$ cat config.mk
export PLATFORM = sky130hd
export DESIGN_NAME = mem_sync_arbiter
export DESIGN_NICKNAME = d
export VERILOG_FILES = /design/src/rtl/mem_sync_arbiter.sv
export SDC_FILE = /design/constraint.sdc
export NUM_CORES = 1
export LEC_CHECK = 0
export ABC_CLOCK_PERIOD_IN_PS = 1900
export CORE_UTILIZATION = 36
export DETAILED_ROUTE_END_ITERATION = 16
export GPL_ROUTABILITY_DRIVEN = 0
export PLACE_DENSITY = 0.8
export REMOVE_ABC_BUFFERS = 1
export SLEW_MARGIN = 30
export SYNTH_ARGS = -nofsm -noshare
export SYNTH_HDL_FRONTEND = slang
export SYNTH_SLANG_ARGS = --single-unit
$ cat constraint.sdc
create_clock -name clk -period 1.9 [get_ports clk]
set_input_delay 0.38 -clock clk [delete_from_list [all_inputs] [get_ports clk]]
set_output_delay 0.38 -clock clk [all_outputs]
set_load 0.02 [all_outputs]
$ cat src/rtl/mem_sync_arbiter.sv
// Round-robin arbiter sharing one backing-store transfer channel among NBANKS row-cache
// sync FSMs: grant, command handshake, BEATS data beats, then a one-cycle sync pulse.
module mem_sync_arbiter #(
  parameter int NBANKS    = 4,
  parameter int CHWIDTH   = 6,
  parameter int ADDRWIDTH = 17,
  parameter int BEATS     = 16
) (
  input  logic                          clk,
  input  logic                          rst,
  input  logic [NBANKS-1:0]             req,
  input  logic [NBANKS-1:0]             wb,
  input  logic [NBANKS*CHWIDTH-1:0]     crow,
  input  logic [NBANKS*ADDRWIDTH-1:0]   row,
  output logic [NBANKS-1:0]             sync,
  output logic                          xfer_valid,
  input  logic                          xfer_ready,
  output logic                          xfer_wr,
  output logic [$clog2(NBANKS)-1:0]     xfer_bank,
  output logic [CHWIDTH-1:0]            xfer_crow,
  output logic [ADDRWIDTH-1:0]          xfer_row,
  input  logic                          xfer_beat,
  output logic                          busy
);

  localparam int BW = $clog2(NBANKS);
  localparam int CW = $clog2(BEATS + 1);

  typedef enum logic [1:0] {IDLE, ISSUE, XFER, DONE} state_t;

  state_t                 state_q, state_d;
  logic [BW-1:0]          ptr_q, ptr_d;
  logic [CW-1:0]          cnt_q, cnt_d;
  logic [NBANKS-1:0]      sync_q, sync_d;
  logic                   xfer_valid_q, xfer_valid_d;
  logic                   xfer_wr_q, xfer_wr_d;
  logic [BW-1:0]          xfer_bank_q, xfer_bank_d;
  logic [CHWIDTH-1:0]     xfer_crow_q, xfer_crow_d;
  logic [ADDRWIDTH-1:0]   xfer_row_q, xfer_row_d;
  logic                   busy_q, busy_d;

  logic                   grant_vld;
  logic [BW-1:0]          grant_idx;
  logic [BW-1:0]          cand;

  // Bank index base+offs with modulo-NBANKS wrap; offs is always below NBANKS.
  function automatic logic [BW-1:0] wrap_idx(input logic [BW-1:0] base, input int unsigned offs);
    int unsigned s;
    s = 32'(base) + offs;
    if (s >= NBANKS) s = s - NBANKS;
    return BW'(s);
  endfunction

  // NOTE: every variable written in always_comb gets a default first, so no path leaves it
  // unassigned and no latch is inferred; blocking (=) belongs here, non-blocking (<=) in always_ff.
  always_comb begin
    grant_vld = 1'b0;
    grant_idx = '0;
    cand      = '0;
    for (int k = 0; k < NBANKS; k++) begin
      cand = wrap_idx(ptr_q, k);
      if (!grant_vld && req[cand]) begin
        grant_vld = 1'b1;
        grant_idx = cand;
      end
    end
  end

  always_comb begin
    state_d      = state_q;
    ptr_d        = ptr_q;
    cnt_d        = cnt_q;
    sync_d       = '0;
    xfer_valid_d = xfer_valid_q;
    xfer_wr_d    = xfer_wr_q;
    xfer_bank_d  = xfer_bank_q;
    xfer_crow_d  = xfer_crow_q;
    xfer_row_d   = xfer_row_q;

    unique case (state_q)
      IDLE: begin
        if (grant_vld) begin
          state_d      = ISSUE;
          xfer_valid_d = 1'b1;
          xfer_bank_d  = grant_idx;
          xfer_wr_d    = wb[grant_idx];
          xfer_crow_d  = crow[grant_idx*CHWIDTH +: CHWIDTH];
          xfer_row_d   = row[grant_idx*ADDRWIDTH +: ADDRWIDTH];
          ptr_d        = wrap_idx(grant_idx, 1);
        end
      end
      ISSUE: begin
        if (xfer_ready) begin
          state_d      = XFER;
          xfer_valid_d = 1'b0;
          cnt_d        = '0;
        end
      end
      XFER: begin
        if (xfer_beat) begin
          cnt_d = cnt_q + CW'(1);
          if (cnt_q == CW'(BEATS - 1)) begin
            state_d             = DONE;
            sync_d[xfer_bank_q] = 1'b1;
          end
        end
      end
      DONE: begin
        // No arbitration here: the served bank needs this cycle to update its stall/op.
        state_d = IDLE;
      end
      default: state_d = IDLE;
    endcase

    busy_d = (state_d != IDLE);
  end

  always_ff @(posedge clk) begin
    if (rst) begin
      state_q      <= IDLE;
      ptr_q        <= '0;
      cnt_q        <= '0;
      sync_q       <= '0;
      xfer_valid_q <= 1'b0;
      xfer_wr_q    <= 1'b0;
      xfer_bank_q  <= '0;
      xfer_crow_q  <= '0;
      xfer_row_q   <= '0;
      busy_q       <= 1'b0;
    end else begin
      state_q      <= state_d;
      ptr_q        <= ptr_d;
      cnt_q        <= cnt_d;
      sync_q       <= sync_d;
      xfer_valid_q <= xfer_valid_d;
      xfer_wr_q    <= xfer_wr_d;
      xfer_bank_q  <= xfer_bank_d;
      xfer_crow_q  <= xfer_crow_d;
      xfer_row_q   <= xfer_row_d;
      busy_q       <= busy_d;
    end
  end

  assign sync       = sync_q;
  assign xfer_valid = xfer_valid_q;
  assign xfer_wr    = xfer_wr_q;
  assign xfer_bank  = xfer_bank_q;
  assign xfer_crow  = xfer_crow_q;
  assign xfer_row   = xfer_row_q;
  assign busy       = busy_q;

endmodule

# == Yosys cells after proc, flatten, opt, wreduce, memory -nomap -nowiden ==
# Index checks and enable logic that the tools add are counted.
# totals
regBits,41
latchBits,0
ram_bits,0
rom_bits,0
inputBits,104
output_inout_bits,32
elab_cells,97
memories,0
# classes
addsub,10
n_mul,2
div_mod_pow,0
order_cmp,12
eq_ne,7
shifts,2
muxes,36
bitwise,3
n_reduce_logical,15
# op_table
operator,count
$shiftx 68x8->17,1
$mux 2,13
$shiftx 24x6->6,1
$lt 2x3->1 const B,6
$ge 3x3->1 const B,4
$mux 1,12
$bmux 1 s2,5
$mux 5,2
$pmux 5 s2,1
$sub 2x1->2 const B,5
$pmux 2 s4,1
$mul 2x5->7 const B,1
$add 2x1->3 const B,2
$add 2x2->3 const B,2
$ne 2x2->1 const B,3
$reduce_and 3->1,2
$reduce_bool 2->1,3
$add 5x1->5 const B,1
$eq 5x4->1 const B,1
$eq 2x2->1 const B,2
$logic_and 1x1->1,4
$mul 2x2->4 const B,1
$reduce_or 4->1,1
$ge 2x3->1 const B,1
other kinds (8),12

# == Longest topological paths before layout ==
# Gate-level depths: netlist (run 1).
# depth
depth_word,17
mapped_depth,8
ltp_nobuf,6

# == Worst setup path before layout (run 1) ==
# Ideal clock, no wire load.
# synth_path
path_kind,input to register
from,input req[2]
to,"register xfer_crow_q[5], in the netlist xfer_crow[5]"
setup_ns,0.133
arrival_time_ns,1.489
required_ns,1.767
path_slack_ns,0.278
stages,7
n_path_buf,3
cell_sequence,nor2b_1 o32a_1 buf_2 buf_6 buf_6 mux2i_1 o221ai_1
# synth_via
elab_chain_cells,14
elab_cells_between_ends,25
cone_classes,mul (1); shift (1); mux (16); reduce/logical (7)
# synth_rtl
item,line_no,text
"start, declared",11,"input logic [NBANKS-1:0] req,"
$bmux 1 s2,62,if (!grant_vld && req[cand]) begin
$mux 1 (implied by the code),62,
$mux 1,62,
$logic_not 1->1,62,
$logic_and 1x1->1,62,
$mux 1,62,
$logic_not 1->1,62,
$logic_and 1x1->1,62,
$mux 1,62,
$logic_not 1->1,62,
$logic_and 1x1->1,62,
$mux 2,62,
$mul 2x2->4,87,xfer_crow_d = crow[grant_idx*CHWIDTH +: CHWIDTH];
$shiftx 24x6->6,87,
"end signal, assigned",138,xfer_crow_q <= xfer_crow_d;
"end, declared",38,"logic [CHWIDTH-1:0] xfer_crow_q, xfer_crow_d;"
# Parallel ways exist; a longest one is shown, timed or not. The select of a mux whose other input is x is not followed.
# A chain may end at the register's enable or synchronous reset.

# == Final worst setup path (run 1) ==
# layout_path
from,input req[3]
to,"register xfer_row_q[8], in the netlist xfer_row[8]"
# layout_via
elab_chain_cells,14
elab_cells_between_ends,25
cone_classes,mul (1); shift (1); mux (16); reduce/logical (7)
# layout_rtl
item,line_no,text
$bmux 1 s2,62,
$mux 1 (implied by the code),62,
$mux 1,62,
$logic_not 1->1,62,
$logic_and 1x1->1,62,
$mux 1,62,
$logic_not 1->1,62,
$logic_and 1x1->1,62,
$mux 1,62,
$logic_not 1->1,62,
$logic_and 1x1->1,62,
$mux 2,62,
$mul 2x5->7,88,xfer_row_d = row[grant_idx*ADDRWIDTH +: ADDRWIDTH];
$shiftx 68x8->17,88,
"end signal, assigned",139,xfer_row_q <= xfer_row_d;
"end, declared",39,"logic [ADDRWIDTH-1:0] xfer_row_q, xfer_row_d;"
# Parallel ways exist; a longest one is shown, timed or not. The select of a mux whose other input is x is not followed.

==> results of run 1 <==
## how the worst max path moves through the flow
stage	start	endpoint	slack, ps	depth (start not counted)
2_1_floorplan	req[1]	xfer_crow[0]	-1060	5
3_3_place_gp	req[1]	xfer_row[7]	-210	7
4_1_cts	req[2]	xfer_row[9]	10	6
6_report	req[3]	xfer_row[8]	60	8
3_5_place_dp	req[2]	xfer_row[9]	-290	6
5_1_grt	req[3]	xfer_wr	-20	8
## routing by layer
| layer | routed length (um) | up-vias | global-route usage [%] | part of all wire (%) |
|---|---|---|---|---|
| li1 | - | 1125 | - | - |
| met1 | 2750 | 1016 | 22.7 | 42 |
| met2 | 3430 | 76 | 36.8 | 52 |
| met3 | 346 | 6 | 4.53 | 5.2 |
| met4 | 79 | 0 | 5.74 | 1.2 |
| met5 | 0 | - | 0 | 0 |
## final cells by class
type / count / area (sq um)
fillers: 462 / 1690
inverters: 2 / 7.51
multi-input cells: 164 / 1220
clock buffers: 7 / 86.3
repair buffers: 158 / 1620
clock inverters: 1 / 30.0
well taps: 72 / 90.1
flip-flops and latches: 41 / 821
## sequential cells by signal, summed over array words and instances, names as in the netlist
register / flops
xfer_row: 17
xfer_crow: 6
cnt_q: 5
sync: 4
ptr_q: 2
state_q: 2
xfer_bank: 2
busy: 1
xfer_valid: 1
xfer_wr: 1
## placed cells by master, fill, tap and decap left out, types with 2 or more instances in the layout
cell type,n
clkdlybuf4s50_1,132
nor3b_1,2
inv_1,2
ha_1,2
clkbuf_8,6
o221ai_1,24
a21oi_1,9
a211oi_1,2
nor2b_1,2
nand2b_1,6
buf_12,4
mux2i_1,48
dlymetal6s2s_1,3
o21ai_0,2
dfxtp_1,41
clkbuf_16,2
nor3_1,2
nand3b_1,2
and3_1,2
nand2_1,33
buf_4,16
nor2_1,7
## power groups by stage
| stage | clock network (uW) | logic, uW | registers, uW |
|---|---|---|---|
| after detailed placement | 0 | 1110 | 1070 |
| after floorplan | 0 | 398 | 1180 |
| after CTS | 733 | 1110 | 1050 |
| after global placement | 0 | 1090 | 1060 |
| after global routing | 775 | 1220 | 1060 |
| final | 721 | 1150 | 1050 |
## critical path, cell delays in order
cell,delay (ps)
clkdlybuf4s50_1,480
nor4_1,60
buf_4,140
or3_4,350
nor2_4,150
nand2_4,100
clkbuf_16,180
o221ai_2,200
## timing repair
action / in CTS / in global routing
setup endpoints to repair: 1 / 24
cloned: 0 / 2
resized for setup: 1 / 10
pin swaps: 0 / 1
## kinds of logic (layout without fill, tap and decap cells)
kind of cell,Yosys count,after routing,share of synthesized area [%]
buffers and inverters,17,168,4.52
xor gates and xnor gates,2,2,0.832
AOI/OAI and AO/OA,43,43,15.6
muxes,48,48,22.8
and+or+nand+nor,69,69,16.1
adders and majority gates,2,2,1.19
DFF,41,41,39.0
## through the flow
stage               total power [uW]  worst slack [ps]  instances
detailed placement              2180              -285        435
floorplan                       1580             -1060        207
global placement                2150              -207        435
CTS                             2900              11.8        443
finish                          2920              59.6        445
global route                    3060             -18.5        445
==> results_dict.tcl, run 1 <==
set metrics [dict create \
    status "completed" \
    die_h_um 78.5 \
    synth.avg_cell_area_sq_um 9.48 \
    die-width_um 78.5 \
    synth.most_common_cell "mux2i_1" \
    io_pins 136 \
    slew_violations 0 \
    seq_area_frac_synth_pct 39.0 \
    finalCritPeriodShare_pct 96.9 \
    syn2layout_area_growth_pct 84.4 \
    p_leak_uw 0.00153 \
    synth_commonest_cells "mux2i_1 (48), dfxtp_1 (41), nand2_1 (34)" \
    cts.path.max_buffers 2 \
    rr_startpoint "cnt_q[0]" \
    synth.cell_area_sq_mm 0.00210 \
    regToRegEndpoint "sync[2]" \
    place_hpwl_mm 4.87 \
    whs_path_depth 2 \
    drtIter0Drc 69 \
    fmax_mhz 543 \
    wl_per_cell_um 14.8 \
    yosysWarnings 0 \
    cts_setup_buffers 0 \
    hp-start "xfer_row[4]" \
    power_frac_seq_pct 36.0 \
    overflow 0 \
    synth_flop_cell "dfxtp_1" \
    synth-edff-count 0 \
    drc_errors 0 \
    critical_path_class "in2reg" \
    drive_gt1_share_pct 10.5 \
    worstPathRequired_ps 2110 \
    hold_end "xfer_row[4]" \
    drt_wl_total_mm 6.60 \
    numClockSinks 41 \
    placed_area_sq_mm 0.00367 \
    finalHoldViolCount 0 \
    drtAntennaViolNets 0 \
    yosysTopAreaCellShare_pct 39.0 \
    fin_setup_tns_ps 0 \
    clk_pin_slew_ps 80 \
    htreeDepth 2 \
    synth_cell_type_count 36 \
    num_rows 27 \
    rr_worst_depth 5 \
    syn_inst 222 \
    tightestPinTransition_ps 325 \
    worst_hold_slack_ps 465 \
    swShare_pct 29.5 \
    period_minus_slack_ps 1840 \
    fin_worst_skew_ps 5.87 \
    ys_ff_latch 41 \
    fin_util_pct 69.6 \
    power_density_mw_per_mm2 752 \
    cts-root-buf "clkbuf_8" \
    via_per_inst 5.00 \
    initial_utilization_pct 37.8 \
    finalSetupViolCount 0 \
    synth_top_cell_by_area "dfxtp_1" \
    ctsHoldBuffers 0 \
    drt-pass1-iter-count 4 \
    core_area_sq_mm 0.00557 \
    endpoint_kind "flip-flop" \
    num_vias 2223 \
    diodes 0 \
    fin_area_sq_mm 0.00388 \
    die_area_sq_mm 0.00616 \
    antenna_found_initial 0 \
    synthArstFlopShare_pct 0 \
    nets 478 \
    start_kind "primary input" \
    numCtsBuffers 5 \
    p_int_uw 2060 \
    ys_top_cells_by_area "dfxtp_1 (39%), mux2i_1 (23%), o221ai_1 (10%)" \
    cts_tree "yes" \
    critPathArrivalTime_ps 2050 \
    grt_max_degree 33 \
    grt_pass1_wl_mm 9.71 \
    crit_fanout 6 \
    r2r_setup_slack_ps 290 \
    track_usage_pct 19.9 \
    clkPwrFrac_pct 24.7 \
    relSlewSlack_pct 78.2 \
    grt_pass1_vias 2120 \
    p_comb_share_pct 39.3 \
    io_buffers 135 \
    peakVddDrop_uv 457 \
    p_sw_uw 862 \
    clk-insertion-delay-late_ps 290 \
    cap_violations 0 \
    hp-class "reg2reg" \
]
(Power assumes the default switching activity.)
==> inputs of run 2 (changes only) <==
--- a/config.mk
+++ b/config.mk
@@ -6,10 +6,14 @@
 export NUM_CORES = 1
 export LEC_CHECK = 0
 export ABC_CLOCK_PERIOD_IN_PS = 1900
-export CORE_UTILIZATION = 36
+export CELL_PAD_IN_SITES_DETAIL_PLACEMENT = 1
+export CELL_PAD_IN_SITES_GLOBAL_PLACEMENT = 2
+export CORE_UTILIZATION = 33
+export CTS_CLUSTER_SIZE = 16
 export DETAILED_ROUTE_END_ITERATION = 16
+export DONT_BUFFER_PORTS = 1
 export GPL_ROUTABILITY_DRIVEN = 0
-export PLACE_DENSITY = 0.8
+export PLACE_DENSITY = 0.77
 export REMOVE_ABC_BUFFERS = 1
 export SLEW_MARGIN = 30
 export SYNTH_ARGS = -nofsm -noshare
==> results_dict.tcl, run 2 (synthesis gave the netlist of run 1 again) <==
set metrics [dict create \
    grt_pass1_wl_mm 7.62 \
    tightestPinTransition_ps 742 \
    num_rows 28 \
    p_leak_uw 0.000858 \
    place_hpwl_mm 3.92 \
    num_vias 1688 \
    drt-pass1-iter-count 2 \
    cpPeakStageDelay_ps 350 \
    crit_slowest_cell "dfxtp_1" \
    r2r_setup_slack_ps 230 \
    core_area_sq_mm 0.00603 \
    dp_slack_ps 200 \
    hold_end "xfer_bank[0]" \
    rsz0062_at_grt "false" \
    period_minus_slack_ps 1670 \
    cts_resized 0 \
    power_density_mw_per_mm2 986 \
    dp.cells 288 \
    layout.cells.most_common "mux2i_1" \
    endpoint_kind "flip-flop" \
    finalCritPeriodShare_pct 88.1 \
    cap_violations 0 \
    track_usage_pct 15.0 \
    io_buffers 0 \
    final_cell_mix "mux2i_1 (48), dfxtp_1 (41), nand2_1 (34)" \
    fin_worst_skew_ps 4.30 \
    start_kind "flip-flop" \
    rr_startpoint "ptr_q[0]" \
    drt_wl_total_mm 5.27 \
    fmax_mhz 598 \
    regToRegEndpoint "xfer_row[0]" \
    grt_pass1_vias 1632 \
    largest_reg_flops 17 \
    wl_per_cell_um 17.8 \
    relSlewSlack_pct 50.1 \
    nets 326 \
    slew_violations 0 \
    cts-root-buf "clkbuf_8" \
    finalHoldViolCount 0 \
    overflow 0 \
    worstPathCellList "nand2b_1 > and2b_1 > o32a_2 > buf_12 > mux2i_1 > o221ai_1" \
    crit_fanout 36 \
    cts.path.max_buffers 2 \
    clk-insertion-delay-late_ps 280 \
    numClockSinks 41 \
    hp-class "in2reg" \
    p_comb_share_pct 22.2 \
    fin_ws_ps 227 \
    syn2layout_area_growth_pct 9.10 \
    finalSetupViolCount 0 \
    whs_path_depth 1 \
    p_int_uw 1510 \
    drtAntennaViolNets 0 \
    peakVddDrop_uv 433 \
    die_area_sq_mm 0.00670 \
    initial_utilization_pct 34.9 \
    drc_errors 0 \
    drtIter0Drc 27 \
    hp-start "rst" \
    clk_pin_slew_ps 70 \
    critical_path_class "reg2reg" \
    die-width_um 81.9 \
    status "completed" \
    antenna_found_initial 0 \
    critPathArrivalTime_ps 1820 \
    rr_worst_depth 6 \
    drive_gt1_share_pct 7.73 \
    worstPathRequired_ps 2050 \
    ctsHoldBuffers 0 \
    p_sw_uw 751 \
    power_frac_seq_pct 52.8 \
    clkPwrFrac_pct 25.0 \
    io_pins 136 \
    cts_setup_buffers 0 \
    numCtsBuffers 5 \
    swShare_pct 33.1 \
    final_cells 295 \
    die_h_um 81.9 \
    cts_tree "yes" \
    grt_max_degree 37 \
    power_uw 2260 \
    htreeDepth 2 \
    diodes 0 \
    via_per_inst 5.72 \
]
[run 2: cell types whose count changed in the layout (fill, tap and decap cells not counted), sizes merged]
cell | before | now
buf | 21 | 6
bufinv | 1 | 0
clkbuf | 9 | 7
clkdlybuf4s50 | 132 | 0
dlymetal6s2s | 3 | 0
[run 2: power by group through the flow]
stage          combinational [uW]  clock (uW)  sequential [uW]
6_report                      503         567             1190
5_1_grt                       558         642             1210
4_1_cts                       514         610             1200
3_5_place_dp                  515           0             1220
3_3_place_gp                  499           0             1220
2_1_floorplan                 398           0             1180
[run 2: through the flow]
stage                     area, sq um  hold WS (ps)  utilization (%)  setup TNS [ps]
after floorplan                  2020           443                -          -26210
after global placement           2210           450             36.7               0
after detailed placement         2210           452             36.7               0
after CTS                        2300           141             38.1               0
after global routing             2300           135             38.1               0
final                            2300           159             38.1               0
[run 2: area by class of cell]
cell class | count | area (sq um)
clock buffer | 7 | 86.3
sequential | 41 | 821
inverter | 2 | 7.51
fill | 705 | 3730
multi-input combinational | 164 | 1190
tap | 75 | 93.8
timing repair buffer | 6 | 95.1
[run 2: worst max path at each step]
stage / slack, ps / from / cells past startpoint / end
finish: 230 / ptr_q[0] / 6 / xfer_row[0]
global route: 80 / ptr_q[0] / 6 / xfer_row[11]
CTS: 190 / ptr_q[0] / 6 / xfer_row[0]
detailed placement: 200 / ptr_q[0] / 6 / xfer_row[0]
global placement: 260 / req[1] / 6 / xfer_row[0]
floorplan: -1060 / req[1] / 5 / xfer_crow[0]
[run 2: routing by layer]
| metal | GRT usage (%) | routed length [um] | vias up |
|---|---|---|---|
| li1 | - | - | 813 |
| met1 | 18.7 | 2260 | 805 |
| met2 | 25.4 | 2640 | 68 |
| met3 | 4.00 | 344 | 2 |
| met4 | 3.68 | 24 | 0 |
| met5 | 0 | 0 | - |
[run 2: critical path, delay by kind of cell (launching register included)]
kind / cells / cell delay (ps)
muxes: 1 / 260
buffers and inverters: 1 / 260
AOI/OAI and AO/OA: 2 / 350
and+or+nand+nor: 2 / 310
DFF: 1 / 350
==> RTL edit 1, RTL diff (config.mk and constraints of run 2) <==
The parameter `ADDRWIDTH` goes from 17 to 15.
--- a/src/rtl/mem_sync_arbiter.sv
+++ b/src/rtl/mem_sync_arbiter.sv
@@ -3,7 +3,7 @@
 module mem_sync_arbiter #(
   parameter int NBANKS    = 4,
   parameter int CHWIDTH   = 6,
-  parameter int ADDRWIDTH = 17,
+  parameter int ADDRWIDTH = 15,
   parameter int BEATS     = 16
 ) (
   input  logic                          clk,
Interface: changed (resized row and xfer_row); port bits go from 136 to 126. The function was not compared with the original's and may differ.
==> RTL edit 1 against run 2 <==
  * Total power barely moved
  * Utilization fell by 0.98 points
  * Routed wire length fell by 4.0%
  * Area after synthesis fell by 0.12%
  * Global-route usage fell by 0.19 points
  * Sequential cell count fell by 2
  * Setup slack got worse by 0.030 ns
  * Cell area fell by 2.6%
  * Synthesized cell count fell by 3.6%
==> RTL edit 1: results (changes against run 2) <==
outcome:
  status: "finished, final reports clean"
layout:
  largest_register_ffs: 15  # -2
  nets: 312  # -4.3%
  layout-drive-gt1-share: 0.0892  # +0.0119
  nFillCells: 706  # +0.14%
yosys:
  ys_types: 44  # +22%
  yosysSeqAreaShare: 0.371  # -0.0186
  synthXorXnorAreaFrac: 0.0125  # +0.00418
  synth.top_cells.by_area: "dfxtp_1 (37%), mux2i_1 (20%), o221ai_1 (9.2%), nand2_1 (5.4%), buf_6 (3.8%)"
  synthMuxAreaShare: 0.205  # -0.0235
  synth_fa_ha_area_frac: 0.0119  # +0.0000142
  synth_compound_area_frac: 0.159  # +0.00316
  synth_common_cells: "mux2i_1 (43), dfxtp_1 (39), nand2_1 (30), o221ai_1 (22), nor2_1 (11)"
power_and_ir_drop:
  sequentialPowerShare: 0.516  # -0.012
  clock_power_mw: 0.511  # -9.9%
  ir_drop_uv: 449  # +3.7%
  switchingPower_mw: 0.795  # +5.9%
  leakagePower_nw: 0.955  # +11%
  p_per_area_nw_per_um2: 1010  # +2.7%
setup_path:
  critical-path-max-stage-delay_ns: 0.35  # about the same
  crit_arrival_ns: 1.86  # +0.04 ns
  cpLargestDelayFamily: "simple AND/OR/NAND/NOR gates"
  worstPathMaxFanout: 45  # +25%
  reg2reg_to: "xfer_row[6]"
  rrSetupSlack_ns: 0.20  # -0.03 ns
grt:
  met3_usage: 0.0433  # +0.00333
  grt_pass1_vias: 1524  # -6.6%
  gr-usage-met1: 0.181  # -0.00610
  grt_max_degree: 46  # +24%
  grt_usage: 0.148  # -0.00193
  grtUsageMet2: 0.242  # -0.0116
  grt_pass1_wl_mm: 7.36  # -3.4%
drt:
  drtAntennaViolNets: 0  # unchanged
  wl_met3_um: 367  # +6.7%
  dr.pass1.iters: 4  # +2
  wl_met1_mm: 2.12  # -6.2%
  drt_wl_total_mm: 5.06  # -4.0%
  drtIter0Drc: 47  # +74%
  dr_wl_met2_mm: 2.50  # -5.4%
timing:
  finalClockSkew_ns: 0.00632  # +0.00202 ns
  tightestPinTransition_ns: 0.399  # -0.343 ns
placed_design:
  dp_hpwl_mm: 3.76  # -4.1%
  io_buffer_count: 0  # unchanged
hold_path:
  min_to: "state_q[0]"
RTL edit 1: changes by cell type after synthesis, moves of 3 or more:
| cell | change |
|---|---|
| o221ai_1 | -3 |
| buf_6 | +5 |
| mux2i_1 | -5 |
| nor2_1 | +3 |
| a21oi_1 | -3 |
| nand2_1 | -4 |
| buf_2 | -9 |
| nand2b_1 | -3 |
RTL edit 1: area by class of cell:
cell class | count | area share
multi-input combinational | 160 | 0.538
sequential | 39 | 0.349
tap | 75 | 0.0419
timing repair buffer | 5 | 0.0336
clock buffer | 6 | 0.0324
inverter | 3 | 0.00503
RTL edit 1: through the flow:
step	setup TNS, ns	cells	area [um^2]	setup WS, ns	hold slack (ns)
floorplan	-6.47	202	2000	-0.282	0.443
global placement	0	282	2160	0.190	0.451
detailed placement	0	282	2160	0.149	0.453
CTS	0	288	2240	0.193	0.143
global route	0	288	2240	0.112	0.141
finish	0	288	2240	0.197	0.156
==> RTL edit 2, RTL diff (settings of run 2) <==
Without the edit above. Put one more register stage on the output `sync`. The value now appears one clock later. The other outputs are not delayed to match. Comments in the files are not updated.
--- a/src/rtl/mem_sync_arbiter.sv
+++ b/src/rtl/mem_sync_arbiter.sv
@@ -141,7 +141,9 @@
     end
   end
 
-  assign sync       = sync_q;
+  always_ff @(posedge clk) begin
+    sync <= sync_q;
+  end
   assign xfer_valid = xfer_valid_q;
   assign xfer_wr    = xfer_wr_q;
   assign xfer_bank  = xfer_bank_q;
Behaviour: no difference found for any inputs over 10 cycles, from zero or initial values and one cycle with rst high; that may be too few to reach the edited logic, so the function may still have changed.
==> RTL edit 2 against run 2 <==
  * Cell area increased by 24%
  * Largest cell class unchanged
  * Global-route usage up 3.7 points
  * Die area increased by 22%
  * Sequential share of layout area fell by 4.1 points
  * Area after synthesis increased by 23%
  * Setup slack lost 0.11 ns
  * Total power up 19%
  * Routed wire length increased by 48%
  * Sequential cell count grew 4
==> RTL edit 2: results (changes against run 2) <==
placed_design:
  placed_area_um2: 2730  # +24%
  io_buffer_count: 0  # unchanged
  dp_hpwl_mm: 5.59  # +43%
hold_path:
  hp-class: "input port to register"
clock_tree:
  cts.root.buffer_cell: "clkbuf_8"
  clkLatencyLatePin_ns: 0.30  # +0.02 ns
  cts_setup_buffers: 0  # unchanged
  cts_made_buffers: 5  # unchanged
  h-tree-depth: 2  # unchanged
  clk_pin_slew_ns: 0.10  # +0.03 ns
  cts_resized: 1  # +1
  clock_path_buffers: 2  # unchanged
yosys:
  synth_common_cells: "dfxtp_1 (45), mux2i_1 (31), nand3b_1 (18), nor2_1 (18), o221ai_1 (18)"
  ys_types: 48  # +33%
  synth_compound_area_frac: 0.237  # +0.0813
  postSynth.asyncResetShare: 0  # unchanged
  yosysWarnings: 0  # unchanged
  synth_fa_ha_area_frac: 0.00968  # -0.00221
  yosysSeqAreaShare: 0.348  # -0.0417
  synthXorXnorAreaFrac: 0.0102  # +0.00184
  synth.top_cells.by_area: "dfxtp_1 (35%), mux2i_1 (12%), o221ai_1 (6.1%), nand3b_1 (5.2%), o31ai_1 (3.5%)"
  synthMuxAreaShare: 0.120  # -0.108
outcome:
  status: "finished, final reports clean"
drt:
  viasPerCell: 5.99  # +4.7%
  drtIter0Drc: 108  # +300%
  wl_met3_um: 547  # +59%
  detail_route.wl_per_cell_um: 20.7  # +16%
  wl_met1_mm: 3.32  # +47%
  highest_layer: "met4"
  dr.pass1.iters: 4  # +2
  dr_wl_met2_mm: 3.87  # +47%
setup_path:
  slowest_stage: "dfxtp_1"
  critical-path-max-stage-delay_ns: 0.40  # +0.05 ns
  cpLargestDelayFamily: "compound AO/OA/AOI/OAI gates"
  end_kind: "register"
  rr_worst_depth: 6  # unchanged
  crit_arrival_ns: 1.96  # +0.14 ns
  reg2reg_to: "xfer_row[7]"
  cp-startpoint: "ptr_q[1]"
  worstPathMaxFanout: 8  # -78%
  rrSetupSlack_ns: 0.11  # -0.11 ns
layout:
  nFillCells: 842  # +19%
  largest_register_ffs: 17  # unchanged
  layout-drive-gt1-share: 0.159  # +0.0816
  insertedDiodeCount: 0  # unchanged
  nets: 382  # +17%
power_and_ir_drop:
  ir_drop_uv: 368  # -15%
  leakagePower_nw: 1.10  # +28%
  sw_frac_of_total: 0.372  # +0.0406
  pwr-share-clk: 0.238  # -0.012
  pg_seq_mw: 1.28  # +8%
grt:
  grt_pass1_vias: 2382  # +46%
  grt_usage: 0.187  # +0.0373
  grt_max_degree: 53  # +43%
  antenna_found_initial: 0  # unchanged
  grt_pass1_wl_mm: 12.2  # +60%
timing:
  slew_viol_final: 0  # unchanged
  tightestPinTransition_ns: 0.599  # -0.143 ns
  finalClockSkew_ns: 0.00372  # -0.000575 ns
-- RTL edit 2: cell type report --
type	count	area, um^2	area share
Clock buffer	5	68.8	0.0242
Inverter	3	11.3	0.00395
Timing Repair Buffer	21	183	0.0641
Sequential cell	45	901	0.316
Multi-Input combinational cell	200	1540	0.539
Clock inverter	3	25.0	0.00879
Tap cell	99	124	0.0435
-- RTL edit 2: worst min-delay path by stage --
stage               from         end  slack (ns)  cells after the start
6_report             rst    cnt_q[3]        0.15                      1
5_1_grt              rst  state_q[1]        0.11                      1
4_1_cts              rst    ptr_q[1]        0.13                      1
3_5_place_dp   sync_q[0]     sync[0]        0.31                      0
3_3_place_gp   sync_q[2]     sync[2]        0.31                      0
2_1_floorplan  sync_q[0]     sync[0]        0.31                      0
-- RTL edit 2: per-stage QoR --
stage / std cells / setup slack, ns / power, mW / TNS (ns) / utilization
4_1_cts: 375 / 0.00448 / 2.72 / 0 / 0.382
2_1_floorplan: 247 / -0.338 / 1.80 / -4.40 / -
3_5_place_dp: 367 / -0.0398 / 2.06 / -0.187 / 0.369
3_3_place_gp: 367 / 0.00338 / 2.04 / 0 / 0.369
6_report: 376 / 0.114 / 2.69 / 0 / 0.384
5_1_grt: 376 / -0.0121 / 2.86 / -0.0121 / 0.384
-- RTL edit 2: cells by family (layout without fill, tap and decap cells) --
kind of cell             count (synthesis)  in the layout
multiplexers                            31             31
adder cells (fa/ha/maj)                  2              2
flip-flops                              45             45
XOR/XNOR                                 3              3
AND/OR/NAND/NOR                         87             88
buffers and inverters                   32             32
AO/OA/AOI/OAI                           76             76
-- RTL edit 2: metal layers --
layer	up-vias	track usage
met5	-	0
met2	84	0.330
met4	0	0.0430
met1	1084	0.224
met3	6	0.0522
li1	1079	-
